### config.mk
export PLATFORM = sky130hd
export DESIGN_NAME = pwm_timebase_counter_flat
export DESIGN_NICKNAME = d
export VERILOG_FILES = /design/src/rtl/pwm_pkg.sv /design/src/rtl/pwm_timebase_counter_if.sv /design/src/rtl/pwm_prescaler.sv /design/src/rtl/pwm_timebase_counter.sv /design/src/flat_wrapper.sv
export SDC_FILE = /design/constraint.sdc
export NUM_CORES = 1
export LEC_CHECK = 0
export ABC_AREA = 1
export BUFFER_PORTS_ARGS = -buffer_cell sky130_fd_sc_hd__clkbuf_2
export CORE_ASPECT_RATIO = 0.75
export CORE_MARGIN = 4
export CORE_UTILIZATION = 50
export DETAILED_ROUTE_END_ITERATION = 16
export GPL_TIMING_DRIVEN = 0
export MAX_ROUTING_LAYER = met4
export PLACE_DENSITY = 0.71
export SETUP_SLACK_MARGIN = 0.02
export SLEW_MARGIN = 20
export SYNTH_ARGS = -nofsm -noshare
export SYNTH_HDL_FRONTEND = slang
export SYNTH_SLANG_ARGS = --single-unit
### constraint.sdc
create_clock -name clk -period 2.18 [get_ports clk]
set_input_delay 0.109 -clock clk [delete_from_list [all_inputs] [get_ports clk]]
set_output_delay 0.109 -clock clk [all_outputs]
set_load 0.1 [all_outputs]
### src/rtl/pwm_pkg.sv
// pwm_pkg
//   Definitions shared by the PWM timebase blocks: the counting-mode type and its
//   encodings. The top-level and the testbench import this package.
//   Ports: none (package).
//   Configuration macro used elsewhere in this slice: PWM_TB_PRESCALE_EN.
package pwm_pkg;

    typedef logic [1:0] mode_t;

    localparam mode_t MODE_UP      = 2'b00;
    localparam mode_t MODE_DOWN    = 2'b01;
    localparam mode_t MODE_UPDOWN  = 2'b10;
    localparam mode_t MODE_ONESHOT = 2'b11;

endpackage

### src/rtl/pwm_timebase_counter_if.sv
// pwm_timebase_counter_if
//   Bundles the control inputs and status outputs of the PWM timebase counter.
//   master modport: drives enable/mode/period/load/load_value (and prescale),
//                   observes counter_out/dir_down/wrap_pulse/top_pulse/done.
//   slave modport : the counter side, directions reversed.
//   Macro PWM_TB_PRESCALE_EN adds the prescale field and its PRESCALE_BITS parameter.
interface pwm_timebase_counter_if #(
    parameter int COUNTER_BITS = 8
`ifdef PWM_TB_PRESCALE_EN
    ,
    parameter int PRESCALE_BITS = 8
`endif
);
    import pwm_pkg::*;

    logic                    enable;
    mode_t                   mode;
    logic [COUNTER_BITS-1:0] period;
    logic                    load;
    logic [COUNTER_BITS-1:0] load_value;
`ifdef PWM_TB_PRESCALE_EN
    logic [PRESCALE_BITS-1:0] prescale;
`endif
    logic [COUNTER_BITS-1:0] counter_out;
    logic                    dir_down;
    logic                    wrap_pulse;
    logic                    top_pulse;
    logic                    done;

    modport master (
        output enable, mode, period, load, load_value,
`ifdef PWM_TB_PRESCALE_EN
        output prescale,
`endif
        input  counter_out, dir_down, wrap_pulse, top_pulse, done
    );

    modport slave (
        input  enable, mode, period, load, load_value,
`ifdef PWM_TB_PRESCALE_EN
        input  prescale,
`endif
        output counter_out, dir_down, wrap_pulse, top_pulse, done
    );

endinterface

### src/rtl/pwm_prescaler.sv
// pwm_prescaler
//   Clock divider for the timebase: tick is asserted on every (prescale+1)-th
//   clock while clear is low. clear forces the divider back to zero.
//   Ports: clk, reset_n (async active-low), clear, prescale[PRESCALE_BITS], tick.
//   Only instantiated when PWM_TB_PRESCALE_EN is defined.
module pwm_prescaler #(
    parameter int PRESCALE_BITS = 8
) (
    input  logic                     clk,
    input  logic                     reset_n,
    input  logic                     clear,
    input  logic [PRESCALE_BITS-1:0] prescale,
    output logic                     tick
);

    localparam logic [PRESCALE_BITS-1:0] DIV_ONE = PRESCALE_BITS'(1);

    logic [PRESCALE_BITS-1:0] div;

    // >= rather than == so a prescale lowered below the running divider
    // still ticks immediately instead of running round the whole range.
    assign tick = !clear && (div >= prescale);

    always_ff @(posedge clk or negedge reset_n) begin
        if (!reset_n) begin
            div <= '0;
        end else if (clear || tick) begin
            div <= '0;
        end else begin
            div <= div + DIV_ONE;
        end
    end

endmodule

### src/rtl/pwm_timebase_counter.sv
// pwm_timebase_counter
//   Programmable PWM timebase: up-sawtooth, down-sawtooth, up/down triangle and
//   one-shot counting against a shadowed period, with registered boundary pulses.
//   Ports: clk, reset_n (async active-low), bus (pwm_timebase_counter_if.slave):
//     in : enable, mode, period, load, load_value, prescale (macro only)
//     out: counter_out, dir_down, wrap_pulse, top_pulse, done
//   Macro PWM_TB_PRESCALE_EN: steps come from pwm_prescaler instead of every
//   enabled clock.
module pwm_timebase_counter
    import pwm_pkg::*;
#(
    parameter int COUNTER_BITS  = 8,
    parameter int PRESCALE_BITS = 8
) (
    input  logic                   clk,
    input  logic                   reset_n,
    pwm_timebase_counter_if.slave  bus
);

    localparam logic [COUNTER_BITS-1:0] CNT_ONE = COUNTER_BITS'(1);

    if (COUNTER_BITS < 1 || PRESCALE_BITS < 1) begin : g_bad_param
        $error("pwm_timebase_counter: COUNTER_BITS and PRESCALE_BITS must be >= 1");
    end

    logic [COUNTER_BITS-1:0] cnt, cnt_nxt;
    logic [COUNTER_BITS-1:0] period_s;
    mode_t                   mode_s;
    logic                    dir_q, dir_nxt;
    logic                    done_q, done_nxt;
    logic                    wrap_q, wrap_nxt;
    logic                    top_q, top_nxt;
    logic                    boundary;
    logic                    step;

`ifdef PWM_TB_PRESCALE_EN
    pwm_prescaler #(
        .PRESCALE_BITS (PRESCALE_BITS)
    ) u_prescaler (
        .clk      (clk),
        .reset_n  (reset_n),
        .clear    (bus.load || !bus.enable),
        .prescale (bus.prescale),
        .tick     (step)
    );
`else
    assign step = bus.enable;
`endif

    // Next state assuming this clock is a step; the register block decides
    // whether load/enable override it.
    always_comb begin
        cnt_nxt  = cnt;
        dir_nxt  = dir_q;
        done_nxt = done_q;
        wrap_nxt = 1'b0;
        top_nxt  = 1'b0;
        boundary = 1'b0;
        unique case (mode_s)
            MODE_UP: begin
                dir_nxt = 1'b0;
                if (cnt >= period_s) begin
                    cnt_nxt  = '0;
                    wrap_nxt = 1'b1;
                    boundary = 1'b1;
                end else begin
                    cnt_nxt = cnt + CNT_ONE;
                    top_nxt = (cnt_nxt == period_s);
                end
            end
            MODE_DOWN: begin
                dir_nxt = 1'b1;
                if (cnt == '0) begin
                    // Reload with the period being shadowed on this boundary.
                    cnt_nxt  = bus.period;
                    wrap_nxt = 1'b1;
                    boundary = 1'b1;
                end else begin
                    cnt_nxt = cnt - CNT_ONE;
                end
            end
            MODE_UPDOWN: begin
                if (!dir_q && cnt < period_s) begin
                    cnt_nxt = cnt + CNT_ONE;
                    if (cnt_nxt == period_s) begin
                        dir_nxt = 1'b1;
                        top_nxt = 1'b1;
                    end
                end else if (cnt <= CNT_ONE) begin
                    // Arrival at 0 from the falling half; also holds 0 when P=0.
                    cnt_nxt  = '0;
                    dir_nxt  = 1'b0;
                    wrap_nxt = 1'b1;
                    boundary = 1'b1;
                end else begin
                    // Falling half, or a count above P that must come back down.
                    cnt_nxt = cnt - CNT_ONE;
                    dir_nxt = 1'b1;
                end
            end
            MODE_ONESHOT: begin
                dir_nxt = 1'b0;
                if (!done_q) begin
                    if (cnt < period_s) begin
                        cnt_nxt = cnt + CNT_ONE;
                        if (cnt_nxt == period_s) begin
                            done_nxt = 1'b1;
                            top_nxt  = 1'b1;
                        end
                    end else begin
                        cnt_nxt  = period_s;
                        done_nxt = 1'b1;
                        top_nxt  = 1'b1;
                    end
                end
            end
        endcase
    end

    always_ff @(posedge clk or negedge reset_n) begin
        if (!reset_n) begin
            cnt      <= '0;
            dir_q    <= 1'b0;
            done_q   <= 1'b0;
            wrap_q   <= 1'b0;
            top_q    <= 1'b0;
            period_s <= '0;
            mode_s   <= MODE_UP;
        end else if (bus.load) begin
            cnt      <= bus.load_value;
            dir_q    <= (bus.mode == MODE_DOWN);
            done_q   <= 1'b0;
            wrap_q   <= 1'b0;
            top_q    <= 1'b0;
            period_s <= bus.period;
            mode_s   <= bus.mode;
        end else if (!bus.enable) begin
            wrap_q   <= 1'b0;
            top_q    <= 1'b0;
            period_s <= bus.period;
            mode_s   <= bus.mode;
        end else if (step) begin
            cnt    <= cnt_nxt;
            dir_q  <= dir_nxt;
            done_q <= done_nxt;
            wrap_q <= wrap_nxt;
            top_q  <= top_nxt;
            if (boundary) begin
                period_s <= bus.period;
                mode_s   <= bus.mode;
            end
        end else begin
            wrap_q <= 1'b0;
            top_q  <= 1'b0;
        end
    end

    assign bus.counter_out = cnt;
    assign bus.dir_down    = dir_q;
    assign bus.wrap_pulse  = wrap_q;
    assign bus.top_pulse   = top_q;
    assign bus.done        = done_q;

endmodule

### src/flat_wrapper.sv
// flat-port wrapper written by rule: the top's interface ports become plain ports
module pwm_timebase_counter_flat import pwm_pkg::*;
#(
    parameter int COUNTER_BITS  = 8,
    parameter int PRESCALE_BITS = 8
)
  (clk, reset_n, bus_enable, bus_mode, bus_period, bus_load, bus_load_value, bus_counter_out, bus_dir_down, bus_wrap_pulse, bus_top_pulse, bus_done);
  pwm_timebase_counter_if #(.COUNTER_BITS(COUNTER_BITS)) bus_i ();
  input  logic clk;
  input  logic reset_n;
  input wire logic [$bits(bus_i.enable)-1:0] bus_enable;
  input wire logic [$bits(bus_i.mode)-1:0] bus_mode;
  input wire logic [$bits(bus_i.period)-1:0] bus_period;
  input wire logic [$bits(bus_i.load)-1:0] bus_load;
  input wire logic [$bits(bus_i.load_value)-1:0] bus_load_value;
  output wire logic [$bits(bus_i.counter_out)-1:0] bus_counter_out;
  output wire logic [$bits(bus_i.dir_down)-1:0] bus_dir_down;
  output wire logic [$bits(bus_i.wrap_pulse)-1:0] bus_wrap_pulse;
  output wire logic [$bits(bus_i.top_pulse)-1:0] bus_top_pulse;
  output wire logic [$bits(bus_i.done)-1:0] bus_done;
  assign bus_i.enable = bus_enable;
  assign bus_i.mode = bus_mode;
  assign bus_i.period = bus_period;
  assign bus_i.load = bus_load;
  assign bus_i.load_value = bus_load_value;
  assign bus_counter_out = bus_i.counter_out;
  assign bus_dir_down = bus_i.dir_down;
  assign bus_wrap_pulse = bus_i.wrap_pulse;
  assign bus_top_pulse = bus_i.top_pulse;
  assign bus_done = bus_i.done;
  pwm_timebase_counter #(.COUNTER_BITS(COUNTER_BITS), .PRESCALE_BITS(PRESCALE_BITS)) u_core (.clk(clk), .reset_n(reset_n), .bus(bus_i));
endmodule
# ---- Yosys cells after proc, flatten, opt, wreduce, memory -nomap -nowiden
# Cells that the tools add are included.
dict set report classes {
  n_reduce_logical 10
  addsub 2
  order_cmp 3
  n_div 0
  eq_ne 8
  shifts 0
  mux 40
  n_bitwise 0
  mul 0
}
# cell count
set op_table {}
lappend op_table {{$mux 8} 11}
lappend op_table {{$pmux 8 s4} 1}
lappend op_table {{$mux 1} 22}
lappend op_table {{$pmux 1 s3} 3}
lappend op_table {{$add 8x1->8 const B} 1}
lappend op_table {{$eq 8x8->1} 1}
lappend op_table {{$ge 8x8->1} 1}
lappend op_table {{$le 8x1->1 const B} 1}
lappend op_table {{$logic_not 8->1} 1}
lappend op_table {{$lt 8x8->1} 1}
lappend op_table {{$sub 8x1->8 const B} 1}
lappend op_table {{$mux 2} 3}
lappend op_table {{$reduce_and 2->1} 3}
lappend op_table {{$eq 2x1->1 const B} 2}
lappend op_table {{$eq 2x2->1 const B} 2}
lappend op_table {{$ne 4x4->1 const B} 1}
lappend op_table {{$reduce_bool 2->1} 2}
lappend op_table {{$ne 3x1->1 const B} 1}
lappend op_table {{$ne 3x3->1 const B} 1}
lappend op_table {{$logic_not 2->1} 1}
lappend op_table {{$reduce_or 2->1} 1}
lappend op_table {{$logic_and 1x1->1} 1}
lappend op_table {{$logic_not 1->1} 1}
dict set report totals {
  output_inout_bits 12
  wordCells 70
  romBits 0
  n_memories 0
  latch_bits 0
  ramBits 0
  inputBits 22
  reg_bits 22
}

# ---- Longest topological paths before layout
dict set report logic_depth {
  depth_word 8
  mapped_depth 17
  mapped_depth_nobuf 17
}

# ---- Worst setup path after synthesis
# No wires, ideal clock.
dict set report synth_path {
  path_kind {reg2reg}
  from {register u_core.cnt[3], in the netlist u_core.bus.counter_out[3]}
  to {register u_core.mode_s[0]}
  slack_ns -0.444
  arrival_ns 2.508
  period_less_slack_ns 2.624
  setup_time_ns 0.117
  n_path_buf 0
  stages_incl_launch_ff 16
  required_ns 2.063
  cell_sequence {dfrtp_1 > ha_1 > nand2_1 > inv_1 > nand2_1 > nand2_1 > nand2_2 > nand2_4 > clkinv_2 > nand2_1 > nand2_1 > nand2_1 > o21ai_2 > nand2_2 > nand2_1 > nand2_1}
}
dict set report synth_between {
  elab_chain_cells 5
  word_cells_on_any_way 11
  cone_classes {3 x order compare; 1 x eq/ne; 5 x mux; 2 x reduce/logical}
}
# item line_no
set synth_rtl {}
lappend synth_rtl {{from (decl)} pwm_timebase_counter.sv:26} ;# logic [COUNTER_BITS-1:0] cnt, cnt_nxt;
lappend synth_rtl {{from (signal assigned)} pwm_timebase_counter.sv:130} ;# cnt <= bus.load_value;
lappend synth_rtl {{from (signal assigned)} pwm_timebase_counter.sv:143} ;# cnt <= cnt_nxt;
lappend synth_rtl {{$le 8x1->1 / $lt 8x8->1 (equally long branches)} {pwm_timebase_counter.sv:89, pwm_timebase_counter.sv:83}}
lappend synth_rtl {{$mux 1 / $logic_and 1x1->1 (equally long branches)} {pwm_timebase_counter.sv:89, pwm_timebase_counter.sv:83}}
lappend synth_rtl {{$mux 1} pwm_timebase_counter.sv:83} ;# if (!dir_q && cnt < period_s) begin
lappend synth_rtl {{$pmux 1 s3 (*)} pwm_timebase_counter.sv:59} ;# unique case (mode_s)
lappend synth_rtl {{$ne 3x1->1 (no line) (*)} --}
lappend synth_rtl {{to (signal assigned)} pwm_timebase_counter.sv:136} ;# mode_s <= bus.mode;
lappend synth_rtl {{to (signal assigned)} pwm_timebase_counter.sv:141} ;# mode_s <= bus.mode;
lappend synth_rtl {{to (signal assigned)} pwm_timebase_counter.sv:150} ;# mode_s <= bus.mode;
lappend synth_rtl {{to (decl)} pwm_timebase_counter.sv:28} ;# mode_t mode_s;
# Mark *: on every way between the ends. The rest lies on a longest branch, timed or not.
# A chain may end at the register's enable or synchronous reset.

# ---- Final worst setup path
dict set report layout_path {
  from {register u_core.cnt[2], in the netlist u_core.bus.counter_out[2]}
  to {register u_core.dir_q, in the netlist u_core.bus.dir_down}
}
dict set report layout_between {
  elab_chain_cells 6
  word_cells_on_any_way 12
  cone_classes {1 x add/sub; 2 x order compare; 2 x eq/ne; 5 x mux; 2 x reduce/logical}
}
# item line_no
set layout_rtl {}
lappend layout_rtl {{$le 8x1->1 / $lt 8x8->1 (equally long branches)} {pwm_timebase_counter.sv:89, pwm_timebase_counter.sv:83}}
lappend layout_rtl {{$mux 1 / $logic_and 1x1->1 (equally long branches)} {pwm_timebase_counter.sv:89, pwm_timebase_counter.sv:83}}
lappend layout_rtl {{$mux 1} pwm_timebase_counter.sv:83}
lappend layout_rtl {{$pmux 1 s3} pwm_timebase_counter.sv:59}
lappend layout_rtl {{$mux 1} pwm_timebase_counter.sv:137} ;# end else if (!bus.enable) begin
lappend layout_rtl {{$mux 1} pwm_timebase_counter.sv:129} ;# end else if (bus.load) begin
lappend layout_rtl {{to (signal assigned)} pwm_timebase_counter.sv:131} ;# dir_q <= (bus.mode == MODE_DOWN);
lappend layout_rtl {{to (signal assigned)} pwm_timebase_counter.sv:144} ;# dir_q <= dir_nxt;
lappend layout_rtl {{to (decl)} pwm_timebase_counter.sv:29} ;# logic dir_q, dir_nxt;
# Several ways; a longest one is shown, not always the timed one. The select of a mux whose other input is x is not followed.

==> results.tsv <==
stage	metric	value	unit
yosys	Distinct cells, synth	34	
critical_path	highest-delay cell along the critical path	dfrtp_4	
cts	worst skew pair latency	280	ps
sta	RSZ-0062 raised after global routing	true	
yosys	mapped cell area	2390	um2
die	Cell Rows	21	
sta	worst-margin pin slew	895	ps
pwr	worst vdd ir	0.636	mV
critical_path	worst reg2reg setup slack	40	ps
critical_path	WP buf/inv	2	
placed_design	count of input and output buffers	33	
cts	clock sinks	22	
routing	final WL	8780	um
yosys	Top FF cell, synth	dfrtp_1	
routing	post-route ant nets	0	
routing	DRT iter0 DRCs	291	
yosys	EDFF count, synth	0	
final_layout	Layout Nets	518	
critical_path	largest fanout on the critical path	8	
yosys	Synth Warn #	0	
die	die area	5970	um2
critical_path	CP dominant cell by count	nand2_1	
outcome	outcome	finished clean	
placed_design	detailed placement HPWL	5760	um
cts	Clock Tree Root	clkbuf_8	
hold_path	worst min-delay path class	in2reg	
placed_design	Cells after DPL	489	
yosys	#FFs+latches synth	22	
global_route	first-pass GRT wire length	12500	um
die	Boundary Pins	34	
hold_path	worst hold start	bus_period[7]	
sta	setup violators final	0	
hold_path	Worst Hold End	u_core.period_s[7]$_DFFE_PN0P_	
yosys	sequential-to-total area share from yosys stat	23.0	%
critical_path	Crit Path Category	reg2reg	
global_route	vias in the first global route	2477	
final_layout	Area Overhead vs Synth	43.7	%
sta	Max transition margin	40.1	%
final_layout	filler instances	353	
cts	H-Tree Depth	1	
critical_path	Worst setup EP type	flop	
die	Die Ht	67.9	um
final_layout	Post-Layout Cell Count	536	
sta	crit path time final	2140	ps
yosys	dominant cells by area after synthesis	dfrtp_1, nand2_1, nand3_1, ha_1, nor2_1	
final_layout	multi-input combinational cell area	1970	um2
global_route	initial antenna violation count	0	
critical_path	Top Family by Delay on Critical Path	simple AND/OR/NAND/NOR gates	
critical_path	worst r2r path cells	12	
routing	total number of vias	2994	
cts	deepest clock path buffer count	2	
yosys	Mapped Cells	399	
yosys	top-area cell type share of the netlist area	23.0	%
flow_run	Max Cap Viol	0	
critical_path	CP Data Required Time	2340	ps
sta	Hold Fails Final Rpt	0	
critical_path	Critical Path, Cell by Cell	buf_4 -> buf_4 -> nand3_1 -> nand2_1 -> nand3_1 -> nand2_1 -> nor3_4 -> nand3_2 -> nand2_2 -> nand2_1 -> nand2_1 -> nand2_1	
sta	Post-Route Skew	7.42	ps
critical_path	reg2reg end	u_core.bus.dir_down$_DFFE_PN0P_	
pwr	pwr dens	913	nW/um2
pwr	Tot Pwr	3.14	mW
critical_path	CP Data Arrival Time	2300	ps
yosys	synth cell count leaders	nand2_1, nand3_1, nor2_1	
die	Core Area	4550	um2
sta	max-slew violation count	0	
placed_design	Final Wtd Congestion	0.934	
critical_path	CP Launch Type	flop	
yosys	Async SR Flop Fraction	100	%
global_route	Tot GR Track Use	28.8	%
final_layout	share of layout cells above drive strength 1	37.8	%
routing	DR DRC count	0	
cts	CTS tree	yes	
sta	hold_ws	54.6	ps
yosys	Synth area leader	dfrtp_1	
yosys	syn nets	437	
yosys	Mean Syn Cell Area	6.00	um2
die	die width	87.9	um
cts	CTS clk-pin slew, worst paths	90	ps
routing	vias per std cell	5.59	
die	initial core utilization	52.7	%
critical_path	CP Depth	12	
cts	CTS buffer count	3	
routing	drt first pass iters	5	
sta	fmax	468	MHz
critical_path	R2R Path Start	u_core.bus.counter_out[2]$_DFFE_PN0P_	
sta	fin crit share	98.1	%
final_layout	Reg area	581	um2
final_layout	Antenna diodes	0	
yosys	most common cell in the netlist	nand2_1	
pwr	Leak	1.76	nW
global_route	largest net degree at the start of global routing	23	
sta	Sum Neg Setup Slack	0	ps
hold_path	hold path cells	3	
routing	Wirelength per Cell	16.4	um
global_route	grt ovf	0	
critical_path	max incr delay on CP	500	ps
tightest hold or removal path: stages:
cell      delay (ps)
clkbuf_2         100
nand2_2           50
nand2_1           40
logic make-up (layout without fill, tap and decap cells):
logic type | count (synthesis) | count (layout) | share of synthesized area [%]
AO/OA/AOI/OAI | 24 | 24 | 6.11
flip-flops | 22 | 22 | 23.0
adder cells (fa/ha/maj) | 16 | 16 | 8.36
buffers and inverters | 54 | 133 | 9.14
XOR/XNOR | 7 | 7 | 2.56
AND/OR/NAND/NOR | 276 | 277 | 50.8
worst max-delay path by stage:
| stage | startpoint | slack, ps | to |
|---|---|---|---|
| 3_5_place_dp | u_core.bus.counter_out[6]$_DFFE_PN0P_ | -250 | u_core.bus.counter_out[1]$_DFFE_PN0P_ |
| 5_1_grt | u_core.bus.counter_out[2]$_DFFE_PN0P_ | -60 | u_core.bus.dir_down$_DFFE_PN0P_ |
| 3_3_place_gp | u_core.bus.counter_out[6]$_DFFE_PN0P_ | -230 | u_core.bus.counter_out[1]$_DFFE_PN0P_ |
| 6_report | u_core.bus.counter_out[2]$_DFFE_PN0P_ | 40 | u_core.bus.dir_down$_DFFE_PN0P_ |
| 2_1_floorplan | u_core.bus.counter_out[5]$_DFFE_PN0P_ | 40 | u_core.bus.counter_out[1]$_DFFE_PN0P_ |
| 4_1_cts | u_core.bus.counter_out[2]$_DFFE_PN0P_ | 20 | u_core.mode_s[1]$_DFFE_PN0P_ |
placed cells by master (no fill, tap or decap), types with 4 or more instances in the layout:
cell,synthesis,final
nor2_2,4,6
nor2_1,51,45
nor2_4,1,5
nand4_1,10,10
inv_1,40,27
dfrtp_1,22,12
xor2_1,7,7
inv_2,1,12
a21oi_1,11,9
dfrtp_4,0,7
ha_1,16,6
clkbuf_2,0,34
buf_6,1,4
ha_4,0,9
buf_4,1,37
nand2_2,6,25
nand2_1,141,119
nand3_2,1,7
clkbuf_1,4,4
nand3_1,54,48
report_power, final:
group	total [mW]	switching (mW)	internal, mW
clock	0.284	0.153	0.131
combinational	2.28	1.48	0.801
sequential	0.581	0.0847	0.496
layout make-up:
class	count	area share [%]
Multi-Input combinational cell	324	57.3
Timing Repair Buffer	75	15.3
Sequential cell	22	16.9
Inverter	44	5.20
Tap cell	57	2.07
Buffer	10	1.93
Clock buffer	4	1.31
repair_timing:
item | CTS | global route
endpoints found under the hold margin | 22 | 0
setup buffers | 21 | 19
hold buffers | 1 | 0
pin swaps | 4 | 27
endpoints found under the setup margin | 21 | 22
gates resized for setup | 24 | 77
gates cloned | 2 | 0
per-layer routing:
metal  vias to the layer above  track usage [%]  part of all wire, %
met4                         0             5.75                  2.4
li1                       1435                -                    -
met1                      1347             40.8                   42
met5                         -                -                    0
met2                       185             43.7                   46
met3                        27             4.33                   10
registers in the layout (all words and copies together), names as in the netlist:
| register | flops |
|---|---|
| u_core.bus.counter_out | 8 |
| u_core.bus.done | 1 |
| u_core.mode_s | 2 |
| u_core.period_s | 8 |
| u_core.bus.wrap_pulse | 1 |
| u_core.bus.top_pulse | 1 |
| u_core.bus.dir_down | 1 |
through the flow:
step                      worst slack, ps  instance area, um2  util [%]
final                                41.0                3440      75.7
after global routing                -61.1                3440      75.7
after CTS                            15.9                3040      66.8
after detailed placement             -247                2680      58.9
after global placement               -228                2680      58.9
after floorplan                      37.4                2440         -
Power figures use the tool's default switching activity.
